## src/rtl/ntt_pkg.sv

```systemverilog
// ============================================================================
// Module      : ntt_pkg
// Description : Shared sizes, FSM state type and packed per-BU array types
//               for the 8-BU NTT write-back address path.
// Revision    : 1.0 - initial release
// ============================================================================
`default_nettype none

package ntt_pkg;

   localparam int NUM_BU  = 8;   // butterfly units == BRAM banks
   localparam int CORE_AW = 8;   // core coefficient address width
   localparam int ADW     = 5;   // per-bank local address width
   localparam int BANK_IW = 3;   // bank index width

   typedef enum logic [1:0] {
      IDLE   = 2'd0,
      ACTIVE = 2'd1,
      DRAIN  = 2'd2,
      DONE   = 2'd3
   } wr_state_t;

   typedef logic [NUM_BU-1:0][CORE_AW-1:0] addr_arr_t;
   typedef logic [NUM_BU-1:0][BANK_IW-1:0] idx_arr_t;
   typedef logic [NUM_BU-1:0][ADW-1:0]     loc_arr_t;
   typedef logic [NUM_BU-1:0][BANK_IW-1:0] sel_arr_t;

endpackage

`default_nettype wire

```

## src/rtl/bank_addr_split.sv

```systemverilog
// ============================================================================
// Module      : bank_addr_split
// Description : Combinational split of a core coefficient address into its
//               bank index (upper bits) and bank-local address (lower bits).
// Revision    : 1.0 - initial release
// ============================================================================
`default_nettype none

module bank_addr_split #(
   parameter int CORE_AW = 8,
   parameter int ADW     = 5
) (
   input  logic [CORE_AW-1:0]     i_addr,
   output logic [CORE_AW-ADW-1:0] o_bank,
   output logic [ADW-1:0]         o_local
);

   assign o_bank  = i_addr[CORE_AW-1:ADW];
   assign o_local = i_addr[ADW-1:0];

endmodule

`default_nettype wire

```

## src/rtl/bram_decode_write.sv

```systemverilog
// ============================================================================
// Module      : bram_decode_write
// Description : Write-back address decoder for the 8-BU NTT datapath. Delays
//               the per-BU read addresses by the butterfly latency, derives
//               port-B addresses, and produces per-bank write enables, local
//               addresses and crossbar BU-select codes (lowest BU wins a bank).
//               Optional macro BRAM_WRITE_CONFLICT_CHECK_EN adds a sticky
//               bank-conflict flag; without it conflict_o is tied 0.
// Revision    : 1.0 - initial release
// ============================================================================
`default_nettype none

module bram_decode_write
   import ntt_pkg::*;
#(
   parameter int LAT     = 4,
   parameter int NUM_BU  = 8,
   parameter int CORE_AW = 8,
   parameter int ADW     = 5
) (
   input  logic                      clk_i,
   input  logic                      rst_i,
   input  logic                      valid_i,
   input  logic                      last_i,
   input  logic [NUM_BU*CORE_AW-1:0] addr_core_i,
   input  logic [CORE_AW-1:0]        olen_i,
   output logic [NUM_BU-1:0]         wen_a_o,
   output logic [NUM_BU-1:0]         wen_b_o,
   output logic [NUM_BU*ADW-1:0]     waddr_a_o,
   output logic [NUM_BU*ADW-1:0]     waddr_b_o,
   output logic [NUM_BU*BANK_IW-1:0] wsel_a_o,
   output logic [NUM_BU*BANK_IW-1:0] wsel_b_o,
   output logic                      busy_o,
   output logic                      done_write_o,
   output logic                      conflict_o
);

   localparam int             c_CNT_W   = $clog2(LAT + 1);
   localparam [c_CNT_W-1:0]   c_LAT_CNT = c_CNT_W'(LAT);
   localparam [c_CNT_W-1:0]   c_ONE     = c_CNT_W'(1);

   // Delay line: LAT-1 raw-input stages, then a split stage and the output
   // register, so a beat sampled at edge N drives the outputs from edge N+LAT.
   logic                r_sr_v [LAT-1];
   addr_arr_t           r_sr_a [LAT-1];
   logic [CORE_AW-1:0]  r_sr_o [LAT-1];

   addr_arr_t           w_addr_a;
   addr_arr_t           w_addr_b;
   idx_arr_t            w_bank_a, w_bank_b;
   loc_arr_t            w_loc_a,  w_loc_b;

   logic                r_dv;
   idx_arr_t            r_bank_a, r_bank_b;
   loc_arr_t            r_loc_a,  r_loc_b;

   logic [NUM_BU-1:0]   w_wen_a, w_wen_b;
   loc_arr_t            w_waddr_a, w_waddr_b;
   sel_arr_t            w_wsel_a, w_wsel_b;

   logic [NUM_BU-1:0]   r_wen_a, r_wen_b;
   loc_arr_t            r_waddr_a, r_waddr_b;
   sel_arr_t            r_wsel_a, r_wsel_b;

   wr_state_t           r_state;
   logic [c_CNT_W-1:0]  r_cnt;
   logic                r_busy;
   logic                r_done;

   // Shift every beat (valid or not) down the latency-matching delay line
   always_ff @(posedge clk_i) begin
      if (!rst_i) begin
         for (int s = 0; s < LAT-1; s++) begin
            r_sr_v[s] <= 1'b0;
            r_sr_a[s] <= '0;
            r_sr_o[s] <= '0;
         end
      end else begin
         r_sr_v[0] <= valid_i;
         r_sr_a[0] <= addr_core_i;
         r_sr_o[0] <= olen_i;
         for (int s = 1; s < LAT-1; s++) begin
            r_sr_v[s] <= r_sr_v[s-1];
            r_sr_a[s] <= r_sr_a[s-1];
            r_sr_o[s] <= r_sr_o[s-1];
         end
      end
   end

   assign w_addr_a = r_sr_a[LAT-2];

   generate
      for (genvar k = 0; k < NUM_BU; k++) begin : g_bu
         // Port-B partner sits olen above port A, wrapping modulo 256
         assign w_addr_b[k] = w_addr_a[k] + r_sr_o[LAT-2];

         bank_addr_split #(.CORE_AW(CORE_AW), .ADW(ADW)) u_split_a (
            .i_addr  (w_addr_a[k]),
            .o_bank  (w_bank_a[k]),
            .o_local (w_loc_a[k])
         );

         bank_addr_split #(.CORE_AW(CORE_AW), .ADW(ADW)) u_split_b (
            .i_addr  (w_addr_b[k]),
            .o_bank  (w_bank_b[k]),
            .o_local (w_loc_b[k])
         );
      end
   endgenerate

   // Register the split bank/local fields of the oldest beat
   always_ff @(posedge clk_i) begin
      if (!rst_i) begin
         r_dv     <= 1'b0;
         r_bank_a <= '0;
         r_bank_b <= '0;
         r_loc_a  <= '0;
         r_loc_b  <= '0;
      end else begin
         r_dv     <= r_sr_v[LAT-2];
         r_bank_a <= w_bank_a;
         r_bank_b <= w_bank_b;
         r_loc_a  <= w_loc_a;
         r_loc_b  <= w_loc_b;
      end
   end

`ifdef BRAM_WRITE_CONFLICT_CHECK_EN
   logic w_conf;
`endif

   // Per-bank priority select; scanning BUs high to low lets the lowest k win
   always_comb begin
      w_wen_a   = '0;
      w_wen_b   = '0;
      w_waddr_a = '0;
      w_waddr_b = '0;
      w_wsel_a  = '0;
      w_wsel_b  = '0;
`ifdef BRAM_WRITE_CONFLICT_CHECK_EN
      w_conf    = 1'b0;
`endif
      for (int j = 0; j < NUM_BU; j++) begin
         for (int k = NUM_BU-1; k >= 0; k--) begin
            if (r_dv && (r_bank_a[k] == BANK_IW'(j))) begin
`ifdef BRAM_WRITE_CONFLICT_CHECK_EN
               if (w_wen_a[j]) w_conf = 1'b1;
`endif
               w_wen_a[j]   = 1'b1;
               w_waddr_a[j] = r_loc_a[k];
               w_wsel_a[j]  = BANK_IW'(k);
            end
            if (r_dv && (r_bank_b[k] == BANK_IW'(j))) begin
`ifdef BRAM_WRITE_CONFLICT_CHECK_EN
               if (w_wen_b[j]) w_conf = 1'b1;
`endif
               w_wen_b[j]   = 1'b1;
               w_waddr_b[j] = r_loc_b[k];
               w_wsel_b[j]  = BANK_IW'(k);
            end
         end
      end
   end

   // Output register feeding the BRAM ports and the write-data crossbar
   always_ff @(posedge clk_i) begin
      if (!rst_i) begin
         r_wen_a   <= '0;
         r_wen_b   <= '0;
         r_waddr_a <= '0;
         r_waddr_b <= '0;
         r_wsel_a  <= '0;
         r_wsel_b  <= '0;
      end else begin
         r_wen_a   <= w_wen_a;
         r_wen_b   <= w_wen_b;
         r_waddr_a <= w_waddr_a;
         r_waddr_b <= w_waddr_b;
         r_wsel_a  <= w_wsel_a;
         r_wsel_b  <= w_wsel_b;
      end
   end

`ifdef BRAM_WRITE_CONFLICT_CHECK_EN
   logic r_conflict;

   // Sticky conflict flag, raised on the same edge as the offending strobe
   always_ff @(posedge clk_i) begin
      if (!rst_i) r_conflict <= 1'b0;
      else if (r_dv && w_conf) r_conflict <= 1'b1;
   end

   assign conflict_o = r_conflict;
`else
   assign conflict_o = 1'b0;
`endif

   // Stage FSM: tracks the last beat through the pipe and times done_write_o
   // so it lands one cycle after that beat's write strobe
   always_ff @(posedge clk_i) begin
      if (!rst_i) begin
         r_state <= IDLE;
         r_cnt   <= '0;
         r_busy  <= 1'b0;
         r_done  <= 1'b0;
      end else begin
         r_done <= 1'b0;
         case (r_state)
            IDLE: begin
               if (valid_i) begin
                  r_busy <= 1'b1;
                  if (last_i) begin
                     r_state <= DRAIN;
                     r_cnt   <= c_LAT_CNT;
                  end else begin
                     r_state <= ACTIVE;
                  end
               end
            end
            ACTIVE: begin
               if (valid_i && last_i) begin
                  r_state <= DRAIN;
                  r_cnt   <= c_LAT_CNT;
               end
            end
            DRAIN, DONE: begin
               if (valid_i) begin
                  // A fresh beat reopens the stage and cancels the pending done
                  r_busy <= 1'b1;
                  if (last_i) begin
                     r_state <= DRAIN;
                     r_cnt   <= c_LAT_CNT;
                  end else begin
                     r_state <= ACTIVE;
                     r_cnt   <= '0;
                  end
               end else if (r_state == DRAIN) begin
                  r_cnt <= r_cnt - c_ONE;
                  if (r_cnt == c_ONE) begin
                     r_state <= DONE;
                     r_busy  <= 1'b0;
                  end
               end else begin
                  r_state <= IDLE;
                  r_done  <= 1'b1;
               end
            end
            default: begin
               r_state <= IDLE;
               r_busy  <= 1'b0;
            end
         endcase
      end
   end

   assign wen_a_o      = r_wen_a;
   assign wen_b_o      = r_wen_b;
   assign waddr_a_o    = r_waddr_a;
   assign waddr_b_o    = r_waddr_b;
   assign wsel_a_o     = r_wsel_a;
   assign wsel_b_o     = r_wsel_b;
   assign busy_o       = r_busy;
   assign done_write_o = r_done;

endmodule

`default_nettype wire
```

## config.mk

```make
export PLATFORM = sky130hd
export DESIGN_NAME = bram_decode_write
export DESIGN_NICKNAME = d
export VERILOG_FILES = /design/src/rtl/ntt_pkg.sv /design/src/rtl/bank_addr_split.sv /design/src/rtl/bram_decode_write.sv
export SDC_FILE = /design/constraint.sdc
export NUM_CORES = 1
export LEC_CHECK = 0
export CELL_PAD_IN_SITES_DETAIL_PLACEMENT = 0
export CELL_PAD_IN_SITES_GLOBAL_PLACEMENT = 1
export CORE_AREA = 2 2 272 220
export DETAILED_ROUTE_END_ITERATION = 6
export DIE_AREA = 0 0 274 222
export GPL_ROUTABILITY_DRIVEN = 0
export PLACE_DENSITY_LB_ADDON = 0.3
export RECOVER_POWER = 100
export SLEW_MARGIN = 20
export SYNTH_ARGS = -nofsm -noshare
export SYNTH_HDL_FRONTEND = slang
export SYNTH_SLANG_ARGS = --single-unit
```

## constraint.sdc

```tcl
create_clock -name clk_i -period 1.85 [get_ports clk_i]
set_input_delay 0.555 -clock clk_i [delete_from_list [all_inputs] [get_ports clk_i]]
set_output_delay 0.555 -clock clk_i [all_outputs]
set_load 0.1 [all_outputs]
```

==> flow_summary.toml, run 1 <==
[synthesis]
yosys.area_share.adder_pct = 3.84
synth-edff-count = 0
largest_area_contributor_in_the_netlist = "dfxtp_1"
xor_and_xnor_fraction_of_the_mapped_netlist_area_pct = 1.56
synth_warnings = 0
synthDominantCellAreaShare_pct = 43.3
syn_inst = 2626
ys_async_sr_fraction_pct = 0
avgSynthCellArea_um2 = 8.78
main_combinational_cell_family_by_area_after_synthesis = "simple AND/OR/NAND/NOR gates"
synth.top_cells.by_area = "dfxtp_1, and2_1, nor2_1"
simple_gate_area_share_of_the_yosys_netlist_pct = 27.2
distinct_cells_synth = 89
fraction_of_the_mapped_netlist_area_in_compound_gates_pct = 19.1
synth.yosys.seq_area_share_pct = 43.3
ys_seq_elements = 499
synth.area.mux_share_pct = 0.537
post_synth_top_flop = "dfxtp_1"
cell_area_synth_um2 = 23100
post_synthesis_net_count = 2768

[timing]
layout_min_cycle_time_ns = 2.03
fmaxAchievable_mhz = 493
setup-violations-final = 116
finalClockSkew_ns = 0.0329
setup_slack_ns = -0.177
max-slew-margin-rel_pct = 17.4
hold_violations = 0
timing_max_transition_violations_final = 0
worstMarginPinSlew_ns = 1.24
grt_setup_unrepaired = "yes"
final_min_period_over_clock_period_pct = 110

[floorplanning]
die-width_um = 274
die_y_um = 222
pin_count = 223
row_count = 79
core-area_um2 = 57900
die_area_um2 = 60800
initial_utilization_pct = 39.8

[route]
initialDrtViolationCount = 2968
routed_via_density = 5.94
postRouteAntennaNets = 0
wl_um = 95600
detailedRoute.firstPassIterationCount = 7
vias = 23945
avgRoutedWirePerCell_um = 23.7
drc_errors = 36

[global_routing]
grtUsageTotal_pct = 29.8
grt_first_pass_wirelength_um = 139000
maximum_number_of_pins_on_one_net_before_global_route_repair = 114
grt_pass1_vias = 22724
grt_antenna_before_repair = 1
grt.overflow.total = 0

[worst_setup_path]
worst_ep_arrival_time_ns = 2.55
critical_path_class = "register to register"
critPathSlowestCell = "dfxtp_4"
worstReg2RegStart = "r_dv"
path_cells = "buf_12 -> buf_12 -> and2b_2 -> nand2_1 -> nand2_1 -> inv_1 -> a221oi_1 -> a21oi_1"
path_buf_inv = 3
timing.critical_path.required_ns = 2.37
crit_path_max_fanout = 11
critical_path_start_type = "register"
critical_path.top_delay_family = "simple AND/OR/NAND/NOR gates"
launching_element_of_the_worst_setup_path = "r_dv"
timing.critical_path.slowest_cell_delay_ns = 0.48
worst_setup_path_end_kind = "register"

[power_and_ir_drop]
power_per_cell_area_nw_per_um2 = 674
ir_worst_vdd_mv = 0.658
p_leak_nw = 14.3
total_power_mw = 23.6

[cts]
clk_root_buffer_cell = "clkbuf_16"
cts.clk_slew.worst_paths_ns = 0.06
clock-sinks = 499
ctsLongestPathBuffers = 3
cts_tree = "done"
clock_insertion_delay_worst_skew_ns = 0.64
ctsHtreeMaxLevel = 2
cts-buffers-inserted = 49

[outcome]
run_status = "complete, but fails checks"
failed_checks = "design-rule violations, negative setup slack"

[layout]
syn2layout_area_growth_pct = 51.7
num-nets-final = 3360
drive_above_1_share_pct = 36.2
post-route-util_pct = 60.4
final_cells = 4028

[job]
cap_viol_max_count = 0

[worst_hold_path]
hold_class = "register to register"
worstHoldStart = "r_sr_a[0][81]"

[place]
preCtsSetupSlack_ns = -0.239
placed_wire_length_estimate_after_detailed_placement_um = 67300
portBuffers = 221
placed_cell_count = 3841
==> kinds of logic (layout without fill, tap and decap cells) <==
family,Yosys count,after routing
and+or+nand+nor,1105,1105
AOI/OAI and AO/OA,656,656
DFF,499,499
buffers and inverters,246,878
adders and majority gates,66,66
xor gates and xnor gates,41,41
muxes,12,12
other,1,2
==> metrics by stage <==
step / TNS (ns) / cell area [µm²] / hold slack, ns
6_report: -8.80 / 35000 / 0.429
5_1_grt: -17.35 / 35000 / 0.444
4_1_cts: -1.76 / 33800 / 0.295
3_5_place_dp: -13.32 / 30400 / 0.417
3_3_place_gp: -9.62 / 30400 / 0.417
2_1_floorplan: 0 / 23100 / 0.411
==> cells in the final DEF, fill, tap and decap left out, types with 17 or more instances in the layout <==
master	n
o21ai_1	38
nand2_1	194
clkdlybuf4s50_1	73
xnor2_1	25
and2_0	89
nand4_1	19
nand4b_1	29
nand2b_1	26
o21ai_0	91
dfxtp_2	20
o21ai_2	17
a21oi_2	42
o211ai_1	41
nand3_1	56
a21oi_1	86
nor2_1	193
buf_6	41
o22ai_1	19
a31oi_1	46
a221oi_2	45
a221oi_1	29
buf_12	170
buf_4	450
a21o_1	28
inv_1	26
ha_1	43
dfxtp_1	477
clkbuf_16	50
o221ai_1	30
and2_1	208
nor3_1	53
==> worst paths after layout <==
check	end	slack, ns	cells after the start
worst max-delay path	waddr_a_o[3]	-0.18	8
worst min register to register	r_sr_a[0][145]	0.43	1
worst max register to register	waddr_a_o[3]	-0.18	8
worst min-delay path	r_sr_a[0][145]	0.43	1
==> layer usage <==
| layer | GRT usage [%] | part of all wire, % | up-vias |
|---|---|---|---|
| met2 | 40.5 | 39 | 1754 |
| met4 | 15.6 | 6.0 | 4 |
| met5 | 0 | 0.071 | - |
| met3 | 11.5 | 15 | 451 |
| li1 | - | - | 10610 |
| met1 | 40.5 | 40 | 11126 |
==> worst reg2reg max path, delay by kind of cell (launching register included) <==
| kind | cells | cell delay (ns) |
|---|---|---|
| and+or+nand+nor | 3 | 0.73 |
| DFF | 1 | 0.48 |
| buffers and inverters | 3 | 0.37 |
| AOI/OAI and AO/OA | 2 | 0.34 |
==> layout make-up <==
| cell class | instances | area (µm²) |
|---|---|---|
| fillers | 4739 | 22900 |
| multi-input cells | 1881 | 14000 |
| flip-flops and latches | 499 | 10000 |
| repair buffers | 753 | 8190 |
| clock buffers | 69 | 1450 |
| well taps | 769 | 962 |
| clock inverters | 22 | 283 |
| inverters | 34 | 131 |
| diodes | 1 | 2.50 |
==> where the power goes <==
group	total (mW)	leakage [nW]	switching (mW)	internal (mW)
sequential	11.4	4.08	0.351	11.0
combinational	1.69	9.34	0.914	0.778
clock	10.5	0.859	4.42	6.09
==> registers in the layout, summed over array words and instances, names as in the netlist, 24 cells and up <==
name and flops:
r_bank_a 24, r_loc_b 40, r_sr_a 192, r_sr_o 24
wsel_a_o 24, wsel_b_o 24, waddr_b_o 40, r_loc_a 40
r_bank_b 24, waddr_a_o 40
==> timing repair <==
| item | in CTS | in global routing |
|---|---|---|
| pin swaps | 183 | 189 |
| gates cloned | 4 | 3 |
| hold buffers | 0 | 0 |
| buffers inserted | 68 | 31 |
| resized for setup | 290 | 252 |
| endpoints found under the setup margin | 128 | 144 |
==> cells in the mapped netlist, types with 6 or more instances <==
cell,number
buf_1,24
o22ai_1,20
nor2b_1,26
ha_1,58
o41ai_1,8
nor3b_2,6
nand2_1,207
and2_1,299
buf_2,23
buf_6,8
and3_1,9
a221oi_1,73
xnor2_1,32
a31oi_1,51
nor2_2,6
nand2b_1,29
o211ai_1,41
xor2_1,9
mux2i_1,9
nor3_1,66
nand4_1,19
nor3b_1,10
a21oi_1,128
o211a_1,6
o2111ai_1,15
nand3_1,69
nor2_1,215
o31ai_1,13
o21ai_0,145
or3_1,12
nand4bb_1,12
and4b_1,15
dfxtp_1,499
a21o_1,28
fa_1,8
nand4b_1,29
buf_4,7
clkbuf_1,147
a22oi_1,22
inv_1,33
a211oi_1,27
o221ai_1,33
and4bb_2,16
Power figures use the tool's default switching activity.
==> run 2: changes to the inputs <==
--- a/config.mk
+++ b/config.mk
@@ -5,11 +5,12 @@
 export SDC_FILE = /design/constraint.sdc
 export NUM_CORES = 1
 export LEC_CHECK = 0
+export ABC_AREA = 1
 export CELL_PAD_IN_SITES_DETAIL_PLACEMENT = 0
 export CELL_PAD_IN_SITES_GLOBAL_PLACEMENT = 1
-export CORE_AREA = 2 2 272 220
+export CORE_AREA = 2 2 290 234
 export DETAILED_ROUTE_END_ITERATION = 6
-export DIE_AREA = 0 0 274 222
+export DIE_AREA = 0 0 292 236
 export GPL_ROUTABILITY_DRIVEN = 0
 export PLACE_DENSITY_LB_ADDON = 0.3
 export RECOVER_POWER = 100
==> run 2 against run 1 <==
  * The run ends with negative setup slack left
  * First-iteration DRC count decreased by 7.2%
  * Worst setup slack improved by 0.087 ns
  * Combinational power decreased by 7%
  * Clock skew increased by 0.0044 ns
==> flow_summary.toml, run 2 <==
[cts]
ctsLongestPathBuffers = 3
ctsHtreeMaxLevel = 2
cts.clk_slew.worst_paths_ns = 0.07
clk_root_buffer_cell = "clkbuf_16"
clock_insertion_delay_worst_skew_ns = 0.63
clock-sinks = 499
cts-buffers-inserted = 51
cts_tree = "done"

[synthesis]
synth-edff-count = 0
synth_common_cells = "nand2_1, inv_1, dfxtp_1"
synth.yosys.seq_area_share_pct = 41.2
synthDominantCellAreaShare_pct = 41.2
distinct_cells_synth = 40
synth_warnings = 0
ys_async_sr_fraction_pct = 0
synth.top_cells.by_area = "dfxtp_1, nand2_1, inv_1"
most_common_cell_in_the_synthesized_netlist = "nand2_1"
post_synthesis_net_count = 3835
syn_inst = 3693
avgSynthCellArea_um2 = 6.56
largest_area_contributor_in_the_netlist = "dfxtp_1"
ys_seq_elements = 499
post_synth_top_flop = "dfxtp_1"
cell_area_synth_um2 = 24200

[timing]
setup-violations-final = 23
setup_slack_ns = -0.0898
max-slew-margin-rel_pct = 42.9
finalClockSkew_ns = 0.0373
tns_ns = -0.580
timing_max_transition_violations_final = 0
worstMarginPinSlew_ns = 0.856
final_min_period_over_clock_period_pct = 105
grt_setup_unrepaired = "yes"
layout_min_cycle_time_ns = 1.94
fmaxAchievable_mhz = 516
hold_violations = 0

[power_and_ir_drop]
ir_worst_vdd_mv = 0.768
p_leak_nw = 16.8
power_per_cell_area_nw_per_um2 = 716

[worst_setup_path]
crit_path_max_fanout = 16
worst_ep_arrival_time_ns = 2.52
launching_element_of_the_worst_setup_path = "rst_i"
timing.critical_path.required_ns = 2.43
worstReg2RegStart = "r_dv"
ff2ff_setup_slack_ns = -0.08
worstReg2RegEnd = "waddr_b_o[6]"
critical_path_class = "input pin to register"
critical_path_start_type = "input pin"
worst_setup_path_end_kind = "register"
worstRegToRegCells = 15

[global_routing]
maximum_number_of_pins_on_one_net_before_global_route_repair = 66
grt.overflow.total = 0
grtUsageTotal_pct = 25.0
grt_first_pass_wirelength_um = 131000
grt_antenna_before_repair = 1
grt_pass1_vias = 22063

[floorplanning]
initial_utilization_pct = 36.4
die_area_um2 = 68900
die-width_um = 292
row_count = 85
pin_count = 223
die_y_um = 236
core-area_um2 = 66500

[layout]
final_cells = 5073
drive_above_1_share_pct = 19.6
layout_commonest_cell = "nand2_1"
top_register = "r_sr_a"
num_antenna_cells = 0
layout.cells.most_common_list = "nand2_1, inv_1, dfxtp_1"
fillCellCount = 6637
syn2layout_area_growth_pct = 39.3
largest_reg_flops = 192
num-nets-final = 4302

[route]
drc_errors = 0
initialDrtViolationCount = 2755
detailedRoute.firstPassIterationCount = 6
postRouteAntennaNets = 0
wl_um = 89000
vias = 24304
avgRoutedWirePerCell_um = 17.5
routed_via_density = 4.79

[worst_hold_path]
worstHoldStart = "r_sr_o[0][2]"
worst_hold_end = "r_sr_o[0][10]"
min_delay_path_depth = 2
hold_class = "register to register"

[job]
cap_viol_max_count = 0

[outcome]
run_status = "complete, but fails checks"
failed_checks = "negative setup slack"

[place]
placed_cell_count = 4962
portBuffers = 221
placed_wire_length_estimate_after_detailed_placement_um = 71700
[run 2: changes by cell type after synthesis, sizes merged, moves of 32 or more]
cell and delta:
inv +790, and2 -299, nor3 -32, o221ai -32
buf -35, a221oi -73, nand3 +92, a21oi +147
o21ai +170, nor2 +32, clkbuf -92, nand2 +844
[run 2: worst max path at each step]
stage / to
after floorplan: r_bank_b[22]
after global placement: waddr_a_o[28]
after detailed placement: waddr_a_o[28]
after CTS: waddr_b_o[2]
after global routing: waddr_b_o[19]
final: wsel_b_o[0]
[run 2: area by class of cell]
| class | instances | area (µm²) | area share, % |
|---|---|---|---|
| multi-input cells | 2283 | 11600 | 34.5 |
| inverters | 826 | 3120 | 9.24 |
| clock inverters | 23 | 365 | 1.08 |
| repair inverters | 1 | 7.51 | 0.0222 |
| well taps | 870 | 1090 | 3.23 |
| repair buffers | 498 | 5990 | 17.8 |
| clock buffers | 73 | 1510 | 4.48 |
| flip-flops and latches | 499 | 10000 | 29.7 |
[run 2: routing by layer]
layer	global-route usage, %	share of wire, %	vias up
met2	35.9	40	1036
met4	5.05	1.8	0
met5	0	0	-
met3	5.14	10	101
li1	-	-	12299
met1	38.1	48	10868
[run 2: power breakdown]
part | internal, mW | leakage, nW | switching [mW]
Clock | 6.73 | 0.913 | 4.56
Sequential | 11.0 | 4.08 | 0.278
Combinational | 0.602 | 11.8 | 0.963
[run 2: critical path: stages]
cell and delay (ns):
clkbuf_1 0.62, inv_1 0.40, buf_12 0.26, buf_4 0.22
nor3_2 0.29, buf_4 0.15
[run 2: stage by stage]
stage          total power, mW  hold slack [ns]  setup slack (ns)  util [%]  area, µm²
2_1_floorplan             12.2            0.390           0.00511         -      24200
3_3_place_gp              13.0            0.393            -0.248      46.4      30900
3_5_place_dp              13.0            0.395            -0.240      46.4      30900
4_1_cts                   24.4            0.215           -0.0449      49.4      32800
5_1_grt                   25.0            0.417            -0.122      50.8      33700
6_report                  24.2            0.398           -0.0898      50.8      33700
[run 2: cell families (layout without fill, tap and decap cells)]
kind of cell	Yosys count	in the layout	synth area share [%]
AOI/OAI and AO/OA	684	684	15.0
xor gates and xnor gates	9	9	0.325
adders and majority gates	66	66	3.66
buffers and inverters	911	1421	14.4
DFF	499	499	41.2
other	1	1	0.0155
and+or+nand+nor	1523	1523	25.4
[run 2: timing repair]
| item | 4_1_cts | 5_1_grt |
|---|---|---|
| resized for setup | 35 | 310 |
| cloned | 0 | 2 |
| pin swaps | 1 | 75 |
| endpoints found under the setup margin | 48 | 134 |
| hold buffers | 0 | 0 |
| setup buffers | 0 | 17 |
==> edit 1, RTL diff (config.mk and constraints of run 1) <==
Add a define of `BRAM_WRITE_CONFLICT_CHECK_EN`.
--- a/src/rtl/bram_decode_write.sv
+++ b/src/rtl/bram_decode_write.sv
@@ -9,6 +9,8 @@
 // Revision    : 1.0 - initial release
 // ============================================================================
 `default_nettype none
+
+`define BRAM_WRITE_CONFLICT_CHECK_EN
 
 module bram_decode_write
    import ntt_pkg::*;
Formal check against the unedited RTL: not equivalent (Yosys sat finds a counterexample within 10 cycles, from zero or initial values and one cycle with rst_i low).
==> edit 1 against run 1 <==
The run still ends with design-rule violations, negative setup slack left; routed wire length down 0.25%; global-route usage about the same; via count is 2.9% higher; setup slack worse by 710 ps; sequential power about the same; area after synthesis grew 3.6%; design area is 3.2% lower; power shrank 1.9%; sequential share of layout area is 1.1 points higher; non-clock buffer count increased by 35; sequential cell count increased by 1; critical endpoint is now conflict_o.
==> edit 1: results (changes against run 1) <==
worst ir drop on vdd=668 uV (was 658 uV); vias=24637 (was 23945); Filler Cell Count=5032 (was 4739); synthesized net count=2924 (was 2768); post-synthesis xor/xnor area fraction=1.50% (was 1.56%); Setup WS pre-CTS=-916 ps (was -239 ps); Least-Margin Pin Slew=1350 ps (was 1240 ps); dominant cells by area after synthesis=dfxtp_1 (42%), and2_1 (7.9%), nor2_1 (4.0%), a21oi_1 (3.9%), nand2_1 (3.1%) (was dfxtp_1 (43%), and2_1 (8.1%), nor2_1 (3.5%), nand2_1 (3.4%), ha_1 (3.1%)); status=finished, violations left (unchanged); hold depth=1 (unchanged); Top reg by flops=r_sr_a (unchanged); Final #Nets=3511 (was 3360); register area share after synthesis=41.9% (was 43.3%); layout cells sized above 1=32.7% (was 36.2%); TritonCTS buffer count=48 (was 49); Fin Clk Skew=18.9 ps (was 32.9 ps); Port Buffers=222 (was 221); Root Buffer=clkbuf_16 (unchanged); later-pin clock latency in the skew report=620 ps (was 640 ps); GRT Overall Usage=29.8% (about the same); initial antenna violation count=0 (was 1); Final HPWL DP=73600 um (was 67300 um); Setup WS post-layout=-890 ps (was -177 ps); max reg flops=192 (unchanged); CTS H-Tree Depth=2 (unchanged); DR vias/cell=5.90 (was 5.94); Starting DRT DRC Count=2943 (was 2968); pin count of the biggest net entering global routing=131 (was 114); Final setup viols=192 (was 116); Yosys cell types=83 (was 89); Synth Area in Adders=3.75% (was 3.84%); CP arrival=3250 ps (was 2550 ps); failing checks=design-rule violations, negative setup slack (unchanged); Wirelength per Cell=22.8 um (was 23.7 um); slowest stage cell, crit path=or4_4 (was dfxtp_4); Synth top cells by count=dfxtp_1 (500), and2_1 (300), nor2_1 (257) (was dfxtp_1 (499), and2_1 (299), nor2_1 (215)); number of global-route vias before repair=23615 (was 22724); worst-path maximum fanout=16 (was 11); first-pass GRT wire length=140000 um (was 139000 um); post-synthesis compound-gate area fraction=20.4% (was 19.1%); setup TNS=-46080 ps (was -8800 ps); diode count=0 (was 1); P_leak=14.4 nW (was 14.3 nW); Placed Instances=4036 (was 3841); DRC errors left=9 (was 36); CP max stage delay=570 ps (was 480 ps); Mapped Cells=2782 (was 2626); mux contribution to synthesized area=0.377% (was 0.537%)
-- edit 1: cell types whose count changed after synthesis, sizes merged, moves of 17 or more --
cell           run 1  this run
o211ai            41        23
a211oi            27        57
clkbuf           150       181
nor2             221       257
a211o              3        28
a21oi            128       187
a221oi            74        48
and4bb            18         1
nor4bb             4        25
nand3             70        53
o21ai            146       123
-- edit 1: layout make-up --
type	instances	area, sq um	area share, %
clock inverters	26	318	0.939
repair buffers	788	6620	19.6
multi-input cells	1989	14400	42.5
inverters	42	161	0.477
well taps	769	962	2.84
clock buffers	63	1350	3.98
flip-flops and latches	500	10100	29.7
-- edit 1: what timing repair did --
action,4_1_cts,5_1_grt
pin swaps,74,80
setup buffers,37,21
setup endpoints to repair,160,174
gates resized for setup,212,148
cloned,2,1
-- edit 1: final timing paths --
| kind | start | end | slack [ps] |
|---|---|---|---|
| worst min-delay path | r_sr_a[0][85] | r_sr_a[0][149] | 420 |
| worst min register to register | r_sr_a[0][85] | r_sr_a[0][149] | 420 |
| worst max register to register | r_dv | conflict_o | -890 |
| worst max-delay path | r_dv | conflict_o | -890 |
-- edit 1: logic make-up after synthesis --
| logic type | after synthesis |
|---|---|
| and+or+nand+nor | 1146 |
| AOI/OAI and AO/OA | 727 |
| DFF | 500 |
| buffers and inverters | 293 |
| adders and majority gates | 67 |
| xor gates and xnor gates | 41 |
| muxes | 8 |
-- edit 1: per-layer routing --
layer | vias up | track usage (%) | part of all wire (%)
met5 | - | 0 | 0
met1 | 11529 | 39.7 | 40
met2 | 1671 | 44.7 | 43
li1 | 11129 | - | -
met3 | 308 | 7.91 | 13
met4 | 0 | 14.3 | 5.0
-- edit 1: metrics by stage --
step	util (%)	cell area, sq um
3_5_place_dp	55.5	32100
2_1_floorplan	-	24500
5_1_grt	58.5	33900
6_report	58.5	33900
3_3_place_gp	55.5	32100
4_1_cts	60.4	35000
-- edit 1: power by group --
group / internal, mW / total [mW] / switching (mW)
combinational: 0.737 / 1.63 / 0.888
sequential: 11.0 / 11.4 / 0.315
clock: 5.77 / 10.2 / 4.39
==> edit 2, RTL diff (flow settings as in run 1) <==
Without the edit above. Encoding of `wr_state_t`: now one-hot (4 bits for 4 states).
--- a/src/rtl/ntt_pkg.sv
+++ b/src/rtl/ntt_pkg.sv
@@ -13,11 +13,11 @@
    localparam int ADW     = 5;   // per-bank local address width
    localparam int BANK_IW = 3;   // bank index width
 
-   typedef enum logic [1:0] {
-      IDLE   = 2'd0,
-      ACTIVE = 2'd1,
-      DRAIN  = 2'd2,
-      DONE   = 2'd3
+   typedef enum logic [3:0] {
+      IDLE   = 4'b0001,
+      ACTIVE = 4'b0010,
+      DRAIN  = 4'b0100,
+      DONE   = 4'b1000
    } wr_state_t;
 
    typedef logic [NUM_BU-1:0][CORE_AW-1:0] addr_arr_t;
Behaviour: same outputs for any inputs over 4 cycles, from zero or initial values and one cycle with rst_i low; so few cycles prove little.
==> edit 2 against run 1 <==
Critical path type is now in -> reg; setup slack got worse by 32 ps; synthesized cell count rose by 1.9%; design area rose by 1.8%; first-iteration DRC count rose by 8.5%; largest power group unchanged; sequential power barely moved; highest routed layer unchanged; area after synthesis rose by 0.94%; power rose by 0.46%; sequential cell count rose by 2; the run ends with negative setup slack left; routed wire length rose by 3.4%.
==> edit 2: results (changes against run 1) <==
layout cells sized above 1=36.8% (was 36.2%); Worst Hold Class=reg -> reg (unchanged); initial antenna violation count=2 (was 1); Root Buffer=clkbuf_16 (unchanged); later-pin clock latency in the skew report=630 ps; Post-synth top flop=dfxtp_1 (unchanged); Filler Cell Count=4678 (was 4739); number of global-route vias before repair=23066 (was 22724); Starting DRT DRC Count=3219 (was 2968); Final HPWL DP=67300 um (about the same); max reg flops=192 (unchanged); dominant cells by area after synthesis=dfxtp_1 (43%), and2_1 (8.0%), o21ai_0 (3.7%), nand2_1 (3.6%), nor2_1 (3.5%) (was dfxtp_1 (43%), and2_1 (8.1%), nor2_1 (3.5%), nand2_1 (3.4%), ha_1 (3.1%)); clock-pin slew on the worst setup and hold paths=60 ps (about the same); first-pass GRT wire length=142000 um (was 139000 um); CP arrival=2560 ps (was 2550 ps); Fin Clk Skew=28.4 ps (was 32.9 ps); Setup WS pre-CTS=-404 ps (was -239 ps); clock buffer depth=3 (unchanged); Max-slew headroom=32.5% (was 17.4%); Final #Nets=3415 (was 3360); hold depth=1 (unchanged); TritonRoute pass-1 iters=7 (unchanged); Final setup viols=107 (was 116); Wirelength per Cell=24.2 um (was 23.7 um); global route overflow=0 (unchanged); placed cell area=0.0307 sq mm (was 0.0304 sq mm); Synth top cells by count=dfxtp_1 (501), and2_1 (296), nand2_1 (221) (was dfxtp_1 (499), and2_1 (299), nor2_1 (215)); worst-path maximum fanout=21 (was 11); Sw Share=24.9% (was 24.1%); Port Buffers=221 (unchanged); Worst Reg-to-Reg Cells=8 (unchanged); CTS H-Tree Depth=2 (unchanged); Top reg by flops=r_sr_a (unchanged); Setup WS post-layout=-209 ps (was -177 ps); yosys warns=0 (unchanged); register area share after synthesis=43.1% (was 43.3%); synthesized net count=2819 (was 2768); vias=24587 (was 23945); Yosys cell types=85 (was 89); pin count of the biggest net entering global routing=74 (was 114); Async SR Flop Fraction=0% (unchanged); GRT Overall Usage=30.6% (was 29.8%); TritonCTS buffer count=50 (was 49); status=finished, violations left (unchanged); P_leak=14.4 nW (was 14.3 nW); worst ir drop on vdd=707 uV (was 658 uV); failing checks=negative setup slack (was design-rule violations, negative setup slack)
[edit 2: power groups by stage]
stage	Combinational, mW	Clock (mW)	Sequential, mW
floorplan	0.770	0	11.6
global placement	1.62	0	11.6
detailed placement	1.65	0	11.6
CTS	1.74	10.6	11.4
global route	1.94	11.0	11.4
finish	1.84	10.4	11.4
[edit 2: what timing repair did]
| item | CTS | global route |
|---|---|---|
| endpoints found under the setup margin | 139 | 161 |
| hold buffers | 0 | 0 |
| resized for setup | 329 | 290 |
| pin swaps | 166 | 186 |
| cloned | 5 | 1 |
| buffers inserted | 49 | 40 |
[edit 2: cell type report]
class,instances,area (sq um),area share [%]
tap,769,962,2.70
antenna,1,2.50,0.00703
clock inverter,27,329,0.924
clock buffer,63,1370,3.85
timing repair buffer,773,8450,23.7
inverter,28,109,0.306
multi-input combinational,1919,14300,40.2
sequential,501,10100,28.3
[edit 2: final timing paths]
path                      from             to  slack [ps]
hold / removal    r_sr_a[0][9]  r_sr_a[0][73]         430
setup reg to reg          r_dv  waddr_b_o[38]        -180
hold reg to reg   r_sr_a[0][9]  r_sr_a[0][73]         430
setup / recovery         rst_i    r_loc_b[12]        -210
[edit 2: cells by family after synthesis]
logic type | count (synthesis) | synth area share (%)
AND/OR/NAND/NOR | 1112 | 26.8
AO/OA/AOI/OAI | 689 | 19.5
flip-flops | 501 | 43.1
buffers and inverters | 257 | 4.75
adder cells (fa/ha/maj) | 66 | 3.80
XOR/XNOR | 40 | 1.50
multiplexers | 11 | 0.478
other | 1 | 0.0161
[edit 2: worst max-delay path, cell delays in order]
cell and delay [ps]:
clkbuf_1 590, inv_2 370, clkbuf_2 520, nor3_1 490
[edit 2: stage by stage]
| step | instances | TNS, ps |
|---|---|---|
| after floorplan | 2677 | 0 |
| after global placement | 3906 | -14820 |
| after detailed placement | 3906 | -17310 |
| after CTS | 4048 | -2610 |
| after global routing | 4080 | -19820 |
| final | 4081 | -7250 |
[edit 2: per-layer routing]
layer	GRT usage (%)	part of all wire (%)
met5	0	0.013
met4	15.9	6.0
met3	11.6	16
met2	40.9	38
met1	42.1	40
